File: src/rtl/pipe_ctrl.sv
// Central pipeline controller: stall arbitration, exception flush/redirect,
// post-flush recovery window, stall/flush statistics and a stall watchdog.
module pipe_ctrl #(
  parameter int unsigned RECOVER_CYCLES = 1,
  parameter int unsigned WDOG_LIMIT     = 1024,
  parameter logic [31:0] INT_VECTOR     = 32'h0000_0020,
  parameter logic [31:0] EXC_VECTOR     = 32'h0000_0040
) (
  input  logic        clk,
  input  logic        rst,
  input  logic        stallreq_from_if,
  input  logic        stallreq_from_id,
  input  logic        stallreq_from_ex,
  input  logic        stallreq_from_mem,
  input  logic [31:0] excepttype_i,
  input  logic [31:0] cp0_epc_i,
  output logic [5:0]  stall,
  output logic        flush,
  output logic [31:0] new_pc,
  output logic        in_recover_o,
  output logic        wdog_o,
  output logic [31:0] stall_cnt_o,
  output logic [15:0] flush_cnt_o
);

  localparam int unsigned WDOG_W = $clog2(WDOG_LIMIT + 1);
  localparam logic [WDOG_W-1:0] WDOG_MAX = WDOG_W'(WDOG_LIMIT);
  localparam logic [3:0] REC_LOAD = (RECOVER_CYCLES == 0) ? 4'd0 : 4'(RECOVER_CYCLES - 1);

  localparam logic [31:0] EXC_INT  = 32'h0000_0001;
  localparam logic [31:0] EXC_ERET = 32'h0000_000E;

  typedef enum logic {RUN, RECOVER} state_t;

  state_t            state, state_next;
  logic [3:0]        rec_cnt, rec_cnt_next;
  logic [WDOG_W-1:0] run_cnt, run_cnt_next;
  logic              exc_taken;

  assign exc_taken = !rst && (state == RUN) && (excepttype_i != 32'd0);

  // NOTE: sequential state uses non-blocking assignments so every register
  // samples the pre-edge values, independent of process ordering.
  always_ff @(posedge clk) begin
    if (rst) begin
      state   <= RUN;
      rec_cnt <= 4'd0;
    end else begin
      state   <= state_next;
      rec_cnt <= rec_cnt_next;
    end
  end

  // NOTE: every variable gets a default first so no path leaves it unassigned,
  // which would otherwise infer a latch.
  always_comb begin
    state_next   = state;
    rec_cnt_next = rec_cnt;
    case (state)
      RUN: begin
        if (exc_taken && RECOVER_CYCLES != 0) begin
          state_next   = RECOVER;
          rec_cnt_next = REC_LOAD;
        end
      end
      RECOVER: begin
        if (rec_cnt == 4'd0) state_next = RUN;
        else                 rec_cnt_next = rec_cnt - 4'd1;
      end
      default: state_next = RUN;
    endcase
  end

  // Exceptions are masked in RECOVER; stall arbitration never is.
  always_comb begin
    stall  = 6'b000000;
    flush  = 1'b0;
    new_pc = 32'd0;
    if (!rst) begin
      if (exc_taken) begin
        flush = 1'b1;
        case (excepttype_i)
          EXC_INT:  new_pc = INT_VECTOR;
          EXC_ERET: new_pc = cp0_epc_i;
          default:  new_pc = EXC_VECTOR;
        endcase
      end else if (stallreq_from_mem) begin
        stall = 6'b011111;
      end else if (stallreq_from_ex) begin
        stall = 6'b001111;
      end else if (stallreq_from_id) begin
        stall = 6'b000111;
      end else if (stallreq_from_if) begin
        stall = 6'b000011;
      end
    end
  end

  assign in_recover_o = (state == RECOVER);

  always_comb begin
    run_cnt_next = run_cnt;
    if (stall == 6'b000000 || flush) run_cnt_next = '0;
    else if (run_cnt != WDOG_MAX)    run_cnt_next = run_cnt + 1'b1;
  end

  always_ff @(posedge clk) begin
    if (rst) begin
      run_cnt     <= '0;
      wdog_o      <= 1'b0;
      stall_cnt_o <= 32'd0;
      flush_cnt_o <= 16'd0;
    end else begin
      run_cnt <= run_cnt_next;
      if (run_cnt_next == WDOG_MAX) wdog_o <= 1'b1;
      if (stall != 6'b000000)       stall_cnt_o <= stall_cnt_o + 32'd1;
      if (flush)                    flush_cnt_o <= flush_cnt_o + 16'd1;
    end
  end

endmodule

File: config.mk
export PLATFORM = sky130hd
export DESIGN_NAME = pipe_ctrl
export DESIGN_NICKNAME = d
export VERILOG_FILES = /design/src/rtl/pipe_ctrl.sv
export SDC_FILE = /design/constraint.sdc
export NUM_CORES = 1
export LEC_CHECK = 0
export CAP_MARGIN = 30
export CORE_ASPECT_RATIO = 0.8
export CORE_MARGIN = 1.5
export CORE_UTILIZATION = 50
export DETAILED_ROUTE_END_ITERATION = 16
export DONT_BUFFER_PORTS = 1
export PLACE_DENSITY = 0.76
export RECOVER_POWER = 100
export SLEW_MARGIN = 10
export SYNTH_ARGS = -nofsm -noshare
export SYNTH_HDL_FRONTEND = slang
export SYNTH_SLANG_ARGS = --single-unit
File: constraint.sdc
create_clock -name clk -period 6.2 [get_ports clk]
set_input_delay 1.24 -clock clk [delete_from_list [all_inputs] [get_ports clk]]
set_output_delay 1.24 -clock clk [all_outputs]
set_load 0.005 [all_outputs]
Word-level counts from Yosys, hierarchy flattened. Index checks and enable logic that the tools add are counted.

Bits in registers: 65. Bits of input ports: 70. Output and inout port bits: 89. Word-level logic and storage cells: 44.

$add $sub $neg: 4. Eq/ne operators: 6. Muxes and demuxes: 18. Bitwise operators: 1. Reduce and logical (&&, ||, !) cells: 9.

Operators by type and width (count): $mux W32 (2); $pmux W32 S2 (1); $add A32 B1 Y32 const B (1); $eq A32 B1 Y1 const B (1); $eq A32 B4 Y1 const B (1); $reduce_bool A32 Y1 (1); $mux W11 (2); $add A16 B1 Y16 const B (1); $mux W5 (3); $mux W4 (3); $add A11 B1 Y11 const B (1); $eq A11 B11 Y1 const B (1); $ne A11 B11 Y1 const B (1); $pmux W4 S2 (1); $logic_not A6 Y1 (1); $reduce_bool A6 Y1 (1); $logic_not A4 Y1 (1); $ne A2 B2 Y1 const B (2); $sub A4 B1 Y4 const B (1); $mux W1 (3); $mux W3 (1); $logic_and A1 B1 Y1 (2); $mux W2 (1); $pmux W1 S2 (1); other kinds (4) (4).

Logic depth before layout (Yosys ltp).
Depth after elaboration: 10. Gate-level depth with buffers: 8. Mapped depth without buffers: 7.

Worst setup path after synthesis. Ideal clock, no wire load.

Path type: input port to output port. Start point: input rst. End point: output stall[1]. Arrival time: 2.699 ns. Data required time: 4.960 ns. Setup slack: 2.261 ns. Stages on the path: 8. Buffers on the path: 4. Path through: clkbuf_1 clkinv_1 nand2_1 or2_1 clkbuf_1 buf_2 inv_1 buf_4.

Cells in the longest elaborated chain, start to end: 5.

RTL lines: from (decl) (line 10) `input logic rst,`; $logic_not A1 Y1; $logic_and A1 B1 Y1 (2 in series) (line 40) `assign exc_taken = !rst && (state == RUN) && (excepttype_i != 32'd0);`; $mux W5 (line 80) `if (exc_taken) begin`; $mux W5 * (line 79) `if (!rst) begin`; to (decl) (line 17) `output logic [5:0] stall,`.

Every way passes the cells marked *; elsewhere a longest branch is shown, timed or not.

Worst setup path in the final report.
Start point: input excepttype_i[20]. End point: output new_pc[15].

Cells in the longest elaborated chain, start to end: 4. Elaborated cells between the ends (all ways): 7. Classes of those cells: eq/ne (2); mux (3); reduce/logical (2).

RTL lines: from (decl) (line 15) `input logic [31:0] excepttype_i,`; $eq A32 B4 Y1 (tied with other cells) (line 82) `case (excepttype_i)`; $pmux W32 S2 or $logic_and A1 B1 Y1 (tied branches) (line 82, 40); $mux W32 * (line 80); $mux W32 * (line 79); to (decl) (line 19) `output logic [31:0] new_pc,`.

Marks and branches as above.

==> metrics.txt <==
worst setup path category=in -> out; delay of the slowest cell on the worst path=0.66 ns; Clk Latency, worst-skew pair=~0.34 ns; synthesized instance count=494; most frequent cells in the layout=dfxtp_1, a21oi_1, nor2_1; Seq/Total Area, Yosys=roughly 33%; crit path DAT=3.42 ns; most common cell after layout, fill and taps aside=dfxtp_1; Setup Buffers After CTS=0; worst hold path type=reg -> reg; IO Port Bufs=0; gp weighted congestion=~0.86; first-pass iteration count of the detailed router=4; vias per cell=slightly above 6; vias in the first global route=between 3000 and 4000; fin nets=550; TritonCTS clock tree=done; Routed Antenna Nets=0; die width=102 um; Startpoint Class=input port; I/O pin total=159; worst-margin pin slew=~0.95 ns; hold_sp=wdog_o; CP endpoint kind=primary output; top cells by area, synth=dfxtp_1, a21oi_1, and2_1, o31ai_1, nor2_1; Leakage=approximately 0.0013 uW; H-Tree Depth=3; Yosys cell types=55; Seq. cell area=1300 um2; final-report max-slew violation count=0; cell count along the critical path=6; Clk Tree Root Cell=clkbuf_8; Final Critical Period=4.66 ns; post-cts resize count=0; cell taking the most area after synthesis=dfxtp_1; Layout area overhead=5.52%; Syn Area/Cell=7.89 um2; setup violators final=0; reg-to-reg slack, setup=roughly 3.8 ns; RSZ-0062 raised after global routing=no; ratio of cells with drive above 1 in the final layout=7.29%; number of hold buffers added after cts=0; RR Startpoint=stall_cnt_o[0]; wire per inst=roughly 17 um; Starting Density=about 52%; crit path cell chain=nor4_1 -> nand3_1 -> or2_0 -> nor4_2 -> clkbuf_1 -> and2_0; Comb power frac=3.9%; number of enable flip-flop cells after synthesis=0; Final Hold Viols=0; Area after DPL=3890 um2; Sequential Power Share=50.3%; Worst EP required=4.96 ns; Net Switching=192 uW; CP Max Fanout=30; Final Instance Area=4110 um2; flops & latches, synth=65; initial drt markers=194; core area=7460 um2; hold path endpoint=wdog_o; initial antenna violation count=0; clk sinks=65; Setup Skew=0.00899 ns; Die H=82.0 um; routed wire length=~10000 um; CP bufs+invs=1; Worst-path clk slew=0.07 ns; Max-slew headroom=36.1%; vias=3584; first-pass GRT wire length=between 15000 and 20000 um; gr usage total=24.1%; Setup Total Neg Slack=0 ns; Hold Path Stages=2; worst ir drop on vdd=0.0000953 V; row count=28; delay-heaviest family, CP=simple AND/OR/NAND/NOR gates; ant diodes=0; share of the synthesized area in the top cell type=33.4%; Pwr per Cell Area=206 nW/um2; Mapped Area=approximately 4000 um2; DRC Markers=0; Max Cap Viol=0; CTS Buf Count=9; total global routing overflow=0; worst reg2reg endpoint=stall_cnt_o[10]; Net Sw Frac=between 20% and 30%; Clock Tree Buf Depth=2; area of the multi-input gates=between 2000 and 2500 um2; die area=8340 um2; Fillers=roughly 700; async set-reset flop share out of synthesis=0%; syn nets=569; status=finished, final reports clean; Final period util=75.1%; Synth Warn #=0; cell-internal power=about 660 uW; fmax=215 MHz; clock power share=45.8%; hpwl dp=roughly 7300 um; prevailing post-synth register cell=dfxtp_1; Crit-path slowest cell=clkbuf_1; reg2reg path depth=7; pin count of the biggest net entering global routing=56
==> tightest hold or removal path, stage by stage, from the launching register on <==
cell and delay (ns):
dfxtp_1 0.33, nand2_1 0.06, o41ai_1 0.06
==> sequential cells by signal, indices dropped and copies added (netlist names) <==
name / count
in_recover_o: 1
run_cnt: 11
stall_cnt_o: 32
flush_cnt_o: 16
rec_cnt: 4
wdog_o: 1
==> synthesized netlist by cell type (12+ instances only) <==
cell type   n
nand2_1    27
o31ai_1    27
inv_1      22
or4_1      19
or3_1      12
nor2_1     40
clkbuf_1   24
a21oi_1    43
nand4_1    20
o21ai_0    13
nand3_1    24
and2_1     34
nor3_1     15
dfxtp_1    65
==> layout make-up <==
| type | instances | share of cell area (%) |
|---|---|---|
| multi-input cells | 371 | 56.9 |
| flip-flops and latches | 65 | 31.6 |
| clock buffers | 11 | 3.19 |
| well taps | 105 | 3.19 |
| inverters | 23 | 2.10 |
| clock inverters | 5 | 1.95 |
| repair buffers | 5 | 1.03 |
==> per-layer routing <==
metal | share of wire, % | vias to the layer above | routed length (um) | global-route usage (%)
met5 | 0 | - | 0 | 0
met4 | 0.93 | 0 | 95 | 7.36
met3 | 7.1 | 9 | 730 | 7.74
met2 | 47 | 97 | 4790 | 37.3
met1 | 45 | 1705 | 4610 | 32.0
li1 | - | 1773 | - | -
==> cells by family (layout without fill, tap and decap cells) <==
| logic type | Yosys count | count (layout) | synth area share [%] |
|---|---|---|---|
| buf+inv | 58 | 44 | 6.23 |
| xor+xnor | 15 | 15 | 3.37 |
| compound gates | 107 | 107 | 17.5 |
| fa+ha+maj | 5 | 5 | 1.61 |
| flops | 65 | 65 | 33.4 |
| mux | 6 | 6 | 1.67 |
| other cells | 1 | 1 | 0.0962 |
| simple gates | 237 | 237 | 36.2 |
==> power by group through the flow <==
stage	sequential [uW]	clock (uW)	combinational (uW)
global route	427	414	38.1
global placement	436	0	30.6
finish	427	389	33.3
detailed placement	436	0	31.6
CTS	427	398	31.8
floorplan	435	0	32.0
==> per-stage QoR <==
| step | std cells | worst slack [ns] | hold WS [ns] | util, % | power (uW) |
|---|---|---|---|---|---|
| 2_1_floorplan | 494 | 2.26 | 0.452 | - | 467 |
| 3_3_place_gp | 567 | 1.89 | 0.462 | 52.2 | 467 |
| 3_5_place_dp | 567 | 1.84 | 0.481 | 52.2 | 468 |
| 4_1_cts | 583 | 1.83 | 0.499 | 55.0 | 856 |
| 5_1_grt | 585 | 1.09 | 0.516 | 55.1 | 880 |
| 6_report | 585 | 1.54 | 0.484 | 55.1 | 849 |
==> how the worst max path moves through the flow <==
stage,endpoint,start,slack (ns)
finish,new_pc[15],excepttype_i[20],1.54
global route,new_pc[20],excepttype_i[20],1.09
CTS,stall[1],excepttype_i[20],1.83
detailed placement,stall[1],excepttype_i[20],1.84
global placement,stall[0],excepttype_i[20],1.89
floorplan,stall[1],rst,2.26
Note: power is estimated with default switching activity, not from simulation.
